[src/rtl/bus_arb_pkg.sv]
// Shared types and constants for the two-master bus arbiter.
// Optional feature macro used by the arbiter: BUS_ARB_TIMEOUT_EN.
package bus_arb_pkg;

  // Arbiter FSM: waiting for a request, or owning the slave port.
  typedef enum logic {
    IDLE = 1'b0,
    BUSY = 1'b1
  } arb_state_e;

  // Master identifiers; M0 is the CPU load/store port, M1 the DMA/debug loader.
  typedef enum logic {
    M0 = 1'b0,
    M1 = 1'b1
  } master_id_e;

  // Read data returned to a master whose transaction was aborted by timeout.
  localparam logic [31:0] DEADBEEF = 32'hDEAD_BEEF;

  // The master that did not win last time; used to break a tie.
  function automatic master_id_e other_master(input master_id_e id);
    return (id == M0) ? M1 : M0;
  endfunction

endpackage

[src/rtl/bus_arb_rr_pick.sv]
// Combinational two-way round-robin picker.
// A lone requester always wins; on a tie the master that was not granted
// last time wins, so neither master can starve the other.
module bus_arb_rr_pick
  import bus_arb_pkg::*;
(
  input  logic [1:0] req,
  input  master_id_e last_gnt,
  output logic       gnt_valid,
  output master_id_e gnt_id
);

  // Pick the winner from the request vector and the previous grant.
  always_comb begin
    gnt_valid = |req;
    gnt_id    = M0;
    unique case (req)
      2'b01:   gnt_id = M0;
      2'b10:   gnt_id = M1;
      2'b11:   gnt_id = other_master(last_gnt);
      default: gnt_id = M0;
    endcase
  end

endmodule

[src/rtl/bus_arbiter_2m.sv]
// Two-master, single-outstanding bus arbiter in front of the address decoder.
// M0 = CPU load/store port, M1 = DMA/debug loader. Round-robin grant,
// registered slave-side request and fields, one-cycle done pulses.
// Optional feature macro: BUS_ARB_TIMEOUT_EN (abort a BUSY transaction after
// TIMEOUT_CYCLES cycles without s_ready; bus_err is tied low when undefined).
//
// state | meaning
// ------+-------------------------------------------------------------
// IDLE  | slave port free; grant on the first cycle with a request that
//       | is not also a done cycle
// BUSY  | slave port owned by 'owner'; s_* fields frozen until s_ready
//       | (or timeout abort)
module bus_arbiter_2m
  import bus_arb_pkg::*;
#(
  parameter int AW             = 32,
  parameter int DW             = 32,
  parameter int TIMEOUT_CYCLES = 255
) (
  input  logic          clk,
  input  logic          reset,

  input  logic          m0_req,
  input  logic          m0_we,
  input  logic [2:0]    m0_strb,
  input  logic [AW-1:0] m0_addr,
  input  logic [DW-1:0] m0_wdata,
  output logic [DW-1:0] m0_rdata,
  output logic          m0_done,

  input  logic          m1_req,
  input  logic          m1_we,
  input  logic [2:0]    m1_strb,
  input  logic [AW-1:0] m1_addr,
  input  logic [DW-1:0] m1_wdata,
  output logic [DW-1:0] m1_rdata,
  output logic          m1_done,

  output logic          s_req,
  output logic          s_we,
  output logic [2:0]    s_strb,
  output logic [AW-1:0] s_addr,
  output logic [DW-1:0] s_wdata,
  input  logic [DW-1:0] s_rdata,
  input  logic          s_ready,

  output logic          bus_err
);

  // A zero timeout would abort before the slave could ever answer.
  if (TIMEOUT_CYCLES < 1) begin : g_bad_timeout
    $error("bus_arbiter_2m: TIMEOUT_CYCLES must be at least 1");
  end

  arb_state_e    state;
  master_id_e    last_gnt;
  master_id_e    owner;
  logic          pick_valid;
  master_id_e    pick_id;
  logic          done_cycle;
  logic          grant;
  logic          finish;
  logic          tmo_hit;
  logic [DW-1:0] cap_data;

  bus_arb_rr_pick u_pick (
    .req       ({m1_req, m0_req}),
    .last_gnt  (last_gnt),
    .gnt_valid (pick_valid),
    .gnt_id    (pick_id)
  );

  // A master still holds req during its done cycle; ignoring requests in that
  // cycle keeps the finished request from being granted a second time.
  assign done_cycle = m0_done | m1_done;
  assign grant      = (state == IDLE) && pick_valid && !done_cycle;
  assign finish     = (state == BUSY) && (s_ready || tmo_hit);

  // Slave data wins when it arrives; otherwise this is a timeout abort.
  assign cap_data   = s_ready ? s_rdata : DW'(DEADBEEF);

`ifdef BUS_ARB_TIMEOUT_EN
  localparam int TW = ($clog2(TIMEOUT_CYCLES + 1) > 8) ? $clog2(TIMEOUT_CYCLES + 1) : 8;

  logic [TW-1:0] tmo_cnt;

  // Remaining BUSY cycles without s_ready before abort; zero is terminal.
  assign tmo_hit = (state == BUSY) && !s_ready && (tmo_cnt == '0);

  // Down-counter reloaded on every grant, stepped on each unanswered BUSY cycle.
  always_ff @(posedge clk) begin
    if (reset) begin
      tmo_cnt <= '0;
    end else if (grant) begin
      tmo_cnt <= TW'(TIMEOUT_CYCLES - 1);
    end else if ((state == BUSY) && !s_ready && (tmo_cnt != '0)) begin
      tmo_cnt <= tmo_cnt - 1'b1;
    end
  end

  // Error pulse coincides with the aborted master's done pulse.
  always_ff @(posedge clk) begin
    if (reset) begin
      bus_err <= 1'b0;
    end else begin
      bus_err <= tmo_hit;
    end
  end
`else
  assign tmo_hit = 1'b0;
  assign bus_err = 1'b0;
`endif

  // Arbitration FSM with latched slave fields and per-master completion.
  always_ff @(posedge clk) begin
    if (reset) begin
      state    <= IDLE;
      last_gnt <= M1;
      owner    <= M0;
      s_req    <= 1'b0;
      s_we     <= 1'b0;
      s_strb   <= '0;
      s_addr   <= '0;
      s_wdata  <= '0;
      m0_rdata <= '0;
      m1_rdata <= '0;
      m0_done  <= 1'b0;
      m1_done  <= 1'b0;
    end else begin
      m0_done <= 1'b0;
      m1_done <= 1'b0;
      unique case (state)
        IDLE: begin
          if (grant) begin
            state <= BUSY;
            owner <= pick_id;
            s_req <= 1'b1;
            if (pick_id == M1) begin
              s_we    <= m1_we;
              s_strb  <= m1_strb;
              s_addr  <= m1_addr;
              s_wdata <= m1_wdata;
            end else begin
              s_we    <= m0_we;
              s_strb  <= m0_strb;
              s_addr  <= m0_addr;
              s_wdata <= m0_wdata;
            end
          end
        end
        BUSY: begin
          if (finish) begin
            state    <= IDLE;
            s_req    <= 1'b0;
            last_gnt <= owner;
            if (owner == M1) begin
              m1_rdata <= cap_data;
              m1_done  <= 1'b1;
            end else begin
              m0_rdata <= cap_data;
              m0_done  <= 1'b1;
            end
          end
        end
        default: state <= IDLE;
      endcase
    end
  end

endmodule

[config.mk]
export PLATFORM = sky130hd
export DESIGN_NAME = bus_arbiter_2m
export DESIGN_NICKNAME = d
export VERILOG_FILES = /design/src/rtl/bus_arb_pkg.sv /design/src/rtl/bus_arb_rr_pick.sv /design/src/rtl/bus_arbiter_2m.sv
export SDC_FILE = /design/constraint.sdc
export NUM_CORES = 1
export LEC_CHECK = 0
export ABC_AREA = 1
export BUFFER_PORTS_ARGS = -buffer_cell sky130_fd_sc_hd__buf_4
export CAP_MARGIN = 20
export CORE_MARGIN = 10
export CORE_UTILIZATION = 43
export CTS_BUF_LIST = sky130_fd_sc_hd__clkbuf_4 sky130_fd_sc_hd__clkbuf_8
export DETAILED_ROUTE_END_ITERATION = 7
export HOLD_SLACK_MARGIN = 0.08
export PLACE_DENSITY = 0.79
export SYNTH_ARGS = -nofsm -noshare
export SYNTH_HDL_FRONTEND = slang
export SYNTH_SLANG_ARGS = --single-unit
[constraint.sdc]
create_clock -name clk -period 1.2 [get_ports clk]
set_input_delay 0.24 -clock clk [delete_from_list [all_inputs] [get_ports clk]]
set_output_delay 0.24 -clock clk [all_outputs]
set_load 0.005 [all_outputs]
== After elaboration in Yosys (flattened, before gate mapping) ==
Index checks and enable logic that the tools add are counted.

* Register bits: 138
* Logic and storage cells: 46

* Bitwise gates (word level): 4
* Muxes and demuxes: 15
* Reduce and logical (&&, ||, !) cells: 11
* Equality and inequality tests: 4

{| class="wikitable"
|+ Operators by type and width
! kind !! count
|-
| $mux 32 || 3
|-
| $mux 1 || 8
|-
| $pmux 1 s2 || 3
|-
| $reduce_and 2->1 || 3
|-
| $reduce_and 3->1 || 2
|-
| $eq 2x2->1 const B || 2
|-
| $logic_and 1x1->1 || 3
|-
| $mux 3 || 1
|-
| $not 1->1 || 3
|-
| $reduce_or 3->1 || 1
|-
| $ne 2x1->1 const B || 1
|-
| $ne 2x2->1 const B || 1
|-
| $reduce_or 2->1 || 1
|-
| $logic_not 1->1 || 1
|-
| $or 1x1->1 || 1
|}

== Longest topological paths before layout ==
Gate-level depths: netlist (run 1).

* Depth in word-level cells: 5
* Depth in mapped cells: 8
* Mapped depth without buffers: 6

== Hierarchy ==
From an unflattened synthesis (run 1), not the netlist that was laid out.

* Cell total of the unflattened synthesis: 959
* Area total of the unflattened synthesis: 6,065.8 µm²

{| class="wikitable"
|+ Modules (own cells, without submodules)
! module !! area an instance (µm²) !! sequential area each (µm²) !! cells an instance !! times used
|-
| bus_arbiter_2m || 6,050.8 || 2,762.6 || 956 || 1
|-
| bus_arb_rr_pick || 15.0 || 0.0 || 3 || 1
|}

== Least setup slack after synthesis (run 1) ==
OpenSTA, ideal clock, no wires.

* Path kind: flip-flop to flip-flop
* From: reg state
* To: reg s_addr[24]
* Period minus slack after synthesis: 1.189 ns
* Library setup time: 0.112 ns
* Slack: 0.011 ns
* Data required time: 1.088 ns
* Stages on the path, launching flop included: 9
* Data arrival time: 1.078 ns
* Cells stage by stage: dfxtp_1 nor2_1 nand2_1 nor2_2 buf_4 buf_6 nand2_1 nor2_1 nor2_1

* Longest elaborated chain between the ends: 4

{| class="wikitable"
|+ RTL lines
! element !! RTL line !! text
|-
| start: declaration || bus_arbiter_2m.sv:55 || <nowiki>arb_state_e state;</nowiki>
|-
| start signal: assignment || bus_arbiter_2m.sv:117 || <nowiki>state <= IDLE;</nowiki>
|-
| start signal: assignment || bus_arbiter_2m.sv:135 || <nowiki>state <= BUSY;</nowiki>
|-
| start signal: assignment || bus_arbiter_2m.sv:153 || <nowiki>state <= IDLE;</nowiki>
|-
| $not 1->1 (*) || -- ||
|-
| $logic_and 1x1->1 (2 in a row) || bus_arbiter_2m.sv:76 || <nowiki>assign grant = (state == IDLE) && pick_valid && !done_cycle;</nowiki>
|-
| $reduce_and 2->1 (no source line) (*) || -- ||
|-
| end signal: assignment || bus_arbiter_2m.sv:141 || <nowiki>s_addr <= m1_addr;</nowiki>
|-
| end signal: assignment || bus_arbiter_2m.sv:146 || <nowiki>s_addr <= m0_addr;</nowiki>
|-
| end: declaration || bus_arbiter_2m.sv:42 || <nowiki>output logic [AW-1:0] s_addr,</nowiki>
|}

Mark *: on every way between the ends. The rest lies on a longest branch, timed or not.
A chain may end at the register's enable or synchronous reset.

== Worst setup path after layout (run 1) ==
* From: reg state
* To: reg m0_rdata[7]

* Longest elaborated chain between the ends: 2

{| class="wikitable"
|+ RTL lines
! element !! RTL line !! text
|-
| $logic_and 1x1->1 || bus_arbiter_2m.sv:77 || <nowiki>assign finish = (state == BUSY) && (s_ready || tmo_hit);</nowiki>
|-
| $reduce_and 3->1 (no source line) (*) || -- ||
|-
| end signal: assignment || bus_arbiter_2m.sv:160 || <nowiki>m0_rdata <= cap_data;</nowiki>
|-
| end: declaration || bus_arbiter_2m.sv:28 || <nowiki>output logic [DW-1:0] m0_rdata,</nowiki>
|}

Marked as above.

==> results of run 1 <==
==> logic make-up (layout without fill, tap and decap cells) <==
group	Yosys count	count (layout)	share of synthesized area, %
compound gates	39	39	3.144
simple gates	647	648	39.32
flops	138	138	44.50
other cells	1	1	0.06040
buf+inv	200	569	12.98
==> synth_stat cells <==
master and instances:
conb_1 1, a21oi_1 4, inv_1 147, nor2_2 1, nor2_4 1, buf_6 1
nor2_1 268, o21ai_1 1, clkbuf_1 18, nand2_1 375, o21ai_0 34, nand3_1 2
dfxtp_1 138, buf_4 2, buf_2 32
==> worst max-delay path, delay by kind of cell (launching register included) <==
kind                   cells  cell delay, ps
flip-flops                 1             360
AND/OR/NAND/NOR            4             410
buffers and inverters      3             410
==> power by group <==
group / total (mW) / internal, mW / leakage, nW / switching (mW)
clock: 4.11 / 2.30 / 0.214 / 1.81
sequential: 5.25 / 5.01 / 1.14 / 0.235
combinational: 3.49 / 1.79 / 4.41 / 1.69
==> layout make-up <==
type	instances	share of cell area, %
clock buffer	22	2.910
tap	180	2.210
sequential	138	27.30
inverter	147	5.514
timing repair buffer	390	33.40
multi-input combinational	688	27.29
clock inverter	10	1.375
==> timing repair <==
item / 4_1_cts / 5_1_grt
setup endpoints to repair: 135 / 141
setup buffers: 4 / 2
hold endpoints to repair: 67 / 0
hold buffers: 33 / 0
gates cloned: 2 / 12
resized for setup: 40 / 45
pin swaps: 2 / 5
==> cells in the final DEF, fill, tap and decap left out, drive strengths merged <==
cell / netlist / routed
a21oi: 4 / 4
clkbuf: 18 / 31
inv: 147 / 147
dlygate4sd3: 0 / 33
conb: 1 / 1
buf: 35 / 348
nor2: 270 / 270
nand2: 375 / 376
o21ai: 35 / 35
clkinv: 0 / 4
nand3: 2 / 2
clkinvlp: 0 / 3
dfxtp: 138 / 138
bufinv: 0 / 3
==> metal layers <==
metal | routed length [µm] | GRT usage [%] | up-vias
li1 | - | - | 3661
met1 | 9268 | 24.28 | 3195
met2 | 12330 | 37.29 | 283
met3 | 2294 | 8.418 | 34
met4 | 432 | 6.685 | 0
met5 | 0 | 0 | -
==> sequential cells by signal (all words and copies together) (netlist names) <==
name / flops
s_we: 1
state: 1
m1_done: 1
s_req: 1
last_gnt: 1
s_wdata: 32
m0_rdata: 32
owner: 1
s_strb: 3
s_addr: 32
m0_done: 1
m1_rdata: 32
==> metrics by stage <==
step	util, %	TNS, ps	cells
after floorplan	-	0	1025
after global placement	63.43	-5738	1490
after detailed placement	63.43	-10780	1490
after CTS	70.13	-3938	1561
after global routing	72.84	-12000	1575
final	72.84	-3370	1575
==> how the worst max path moves through the flow <==
stage | from | to | cells past startpoint
finish | state | m0_rdata[7] | 7
CTS | state | s_addr[15] | 8
floorplan | state | s_addr[24] | 8
detailed placement | state | s_addr[1] | 7
global route | m1_done | s_wdata[14] | 8
global placement | m1_done | s_addr[1] | 7
==> impl_metrics.yaml, run 1 <==
power:
  peakVddDrop_mv: 0.8722
  total_power_mw: 12.85
  power.density_nw_per_um2: 1261
  p_leak_nw: 5.765
routing:
  route.vias.total: 7173
  wire_per_inst_um: 15.44
  ant_nets: 0
  via_per_inst: 4.554
  drt_first_pass_iters: 5
  drt_iter0_drc: 326
  wl_um: 24320
  drc: 0
setup_path:
  crit_type: "flip-flop to flip-flop"
  slowest_delay_ps: 360
  r2r-end: "m0_rdata[7]"
  required_ps: 1520
  reg2reg_slack_ps: -90
  reg2reg_from: "state"
  worstPathArrival_ps: 1620
  critPathCaptureType: "flip-flop"
  cp_common_cell: "nor2_1"
  crit_chain: "buf_4 -> nand2_4 -> nor2_4 -> inv_4 -> clkbuf_16 -> nor2_1 -> nor2_1"
  critPathSlowestCell: "dfxtp_2"
  path_max_fanout: 7
  ff2ff_path_depth: 7
  startpoint_type: "flip-flop"
floorplan:
  start_util_pct: 44.38
  coreArea_um2: 13990
  die_w_um: 140.2
  dieHeight_um: 140.2
  dieArea_um2: 19640
  rows: 43
  io_pins: 309
timing:
  fmax_mhz: 773.3
  fin_skew_ps: 10.75
  finalCriticalPeriod_ps: 1293
  fin_ws_ps: -93.11
  rsz0062_at_grt: "yes"
  fin_crit_sh_pct: 107.8
  slew_viol_final: 0
  hold_viol: 0
  setup_viol: 99
  hold_ws_ps: 110.6
clocking:
  cts.path.max_buffers: 2
  cts_sinks: 138
  numCtsBuffers: 17
  cts_root_buf: "clkbuf_8"
  insertion_delay_ps: 430
  htreeDepth: 4
  cts_tree: "yes"
  clk_pin_slew_ps: 80
cells_and_area:
  multi_input_area_um2: 2780
  n_antenna_cell: 0
  drive_gt1_share_pct: 32.04
  syn_to_final_growth_pct: 64.11
  seqCellArea_um2: 2781
  stdcell_area_um2: 10190
  fin_nets: 1555
  fillers: 1134
synthesis:
  synth_top_area_cell: "dfxtp_1"
  netlist.area_leader.share_pct: 44.50
  synthesis.area_um2: 6208
  syn_area_per_cell_um2: 6.057
  synthCells: 1025
  synth_nets: 1198
  synth_area_leaders: "dfxtp_1 44%, nand2_1 23%, nor2_1 16%, inv_1 8.9%, o21ai_0 2.7%"
  ys_ff_latch: 138
  synth-seq-area-share_pct: 44.50
  synth_cell_types: 15
  yosysWarnings: 0
global_routing:
  first_global_vias: 6620
  overflow: 0
  grt_max_degree: 62
  grt_use_total_pct: 21.76
  grt_pass1_wl_um: 34930
  antenna_found_initial: 0
run_status:
  failed_checks: "negative setup slack"
  status: "complete, but fails checks"
worst_hold_path:
  min-delay-start: "m0_addr[18]"
  worstHoldPathType: "input port to flip-flop"
  min_path_cells: 5
  whs_endpoint: "s_addr[18]"
place:
  dpl-instance-area_um2: 8872
  routabilityCongestion: 0.8449
  dpl.hpwl_um: 16720
  dp_slack_ps: -178.5
  portBuffers: 307
run:
  drv_cap: 0
Note: power is estimated with default switching activity, not from simulation.
==> run 2, diff against run 1 <==
--- a/config.mk
+++ b/config.mk
@@ -12,7 +12,7 @@
 export CORE_UTILIZATION = 43
 export CTS_BUF_LIST = sky130_fd_sc_hd__clkbuf_4 sky130_fd_sc_hd__clkbuf_8
 export DETAILED_ROUTE_END_ITERATION = 7
-export HOLD_SLACK_MARGIN = 0.08
+export HOLD_SLACK_MARGIN = 0.12
 export PLACE_DENSITY = 0.79
 export SYNTH_ARGS = -nofsm -noshare
 export SYNTH_HDL_FRONTEND = slang
==> run 2 against run 1 <==
Against the previous run: the flow still finishes with violations (negative setup slack); die area stayed put; non-clock buffer count is 62 higher; clock skew is 2.3 ps lower; sequential power hardly changed; clock power hardly changed; design area is 6.0% higher; via count is 5.8% higher; utilization is 4.4 points higher; setup slack worse by 7.9 ps; flip-flop and latch count stayed put; global-route usage is 1.7 points higher; maximum frequency is 0.61% lower; largest power group unchanged.
==> impl_metrics.yaml, run 2 (synthesized netlist as in run 1, its figures left out) <==
run_status:
  status: "complete, but fails checks"
  failed_checks: "negative setup slack"
cells_and_area:
  final_common_cell: "nand2_1"
  layout.cells.non_filler: 1637
  drive_gt1_share_pct: 30.56
  stdcell_area_um2: 10800
  multi_input_area_um2: 2788
  seqCellArea_um2: 2783
  syn_to_final_growth_pct: 73.96
  fin_nets: 1616
  fillers: 962
  final_core_util_pct: 77.21
  layout_common_cells: "371 x nand2_1, 325 x buf_4, 241 x nor2_1, 142 x inv_1, 122 x dfxtp_1"
floorplan:
  io_pins: 309
  coreArea_um2: 13990
  rows: 43
  dieArea_um2: 19640
  dieHeight_um: 140.2
  die_w_um: 140.2
  start_util_pct: 44.38
clocking:
  clk_pin_slew_ps: 80
  cts_sinks: 138
  htreeDepth: 4
  insertion_delay_ps: 430
  cts_tree: "yes"
  cts_root_buf: "clkbuf_8"
  numCtsBuffers: 17
  cts.path.max_buffers: 2
setup_path:
  worstPathArrival_ps: 1620
  required_ps: 1520
  crit_type: "flip-flop to flip-flop"
  path_max_fanout: 7
  startpoint_type: "flip-flop"
  critPathCaptureType: "flip-flop"
place:
  dp_slack_ps: -178.5
  dp.cells: 1490
  dpl.hpwl_um: 16720
  dpl-instance-area_um2: 8872
  routabilityCongestion: 0.8449
  portBuffers: 307
power:
  p_leak_nw: 6.006
  power.density_nw_per_um2: 1209
  total_power_mw: 13.06
  peakVddDrop_mv: 0.8735
run:
  drv_cap: 0
timing:
  fmax_mhz: 768.7
  setup_viol: 99
  hold_ws_ps: 150.6
  finalCriticalPeriod_ps: 1301
  rsz0062_at_grt: "yes"
  hold_viol: 0
  slew_viol_final: 0
  fin_crit_sh_pct: 108.4
  fin_skew_ps: 8.451
  finalSetupTns_ps: -3697
  fin_ws_ps: -101.0
routing:
  via_per_inst: 4.635
  drt_first_pass_iters: 5
  ant_nets: 0
  route.vias.total: 7587
  wl_um: 26100
  drc: 0
  wire_per_inst_um: 15.95
  drt_iter0_drc: 449
global_routing:
  grt_max_degree: 62
  grt_use_total_pct: 23.49
  overflow: 0
  antenna_found_initial: 0
  grt_pass1_wl_um: 37850
  first_global_vias: 7235
worst_hold_path:
  worstHoldPathType: "input port to flip-flop"
-- run 2: what timing repair did --
item / 4_1_cts / 5_1_grt
endpoints found under the hold margin: 126 / 0
hold buffers: 96 / 0
setup endpoints to repair: 135 / 140
buffers inserted: 4 / 2
gates resized for setup: 40 / 43
cloned: 2 / 10
pin swaps: 2 / 6
-- run 2: layout make-up --
class	count	area share (%)
Timing Repair Buffer	452	37.05
Sequential cell	138	25.76
Clock inverter	10	1.297
Inverter	147	5.225
Clock buffer	22	2.746
Multi-Input combinational cell	687	25.81
Antenna cell	1	0.02317
Tap cell	180	2.085
-- run 2: report_power, final --
part	switching, mW	internal, mW
Sequential	0.236	5.01
Clock	1.82	2.30
Combinational	1.77	1.91
-- run 2: critical path, stage by stage, from the launching register on --
cell,delay [ps]
dfxtp_2,360
buf_4,150
nand2_8,70
nor2_4,180
inv_4,100
clkbuf_16,180
nor2_1,100
nor2_1,60
-- run 2: worst paths after layout --
path	startpoint	endpoint	slack [ps]	depth (start not counted)
setup / recovery	state	m0_rdata[7]	-100	7
hold / removal	m0_wdata[10]	s_wdata[10]	150	5
setup reg to reg	state	m0_rdata[7]	-100	7
hold reg to reg	m1_rdata[13]	m1_rdata[13]	450	2
-- run 2: layer usage --
metal | vias to the layer above | routed length (µm) | GRT usage (%)
li1 | 3782 | - | -
met1 | 3416 | 9817 | 25.96
met2 | 339 | 13120 | 40.32
met3 | 50 | 2327 | 7.911
met4 | 0 | 843 | 9.620
met5 | - | 0 | 0
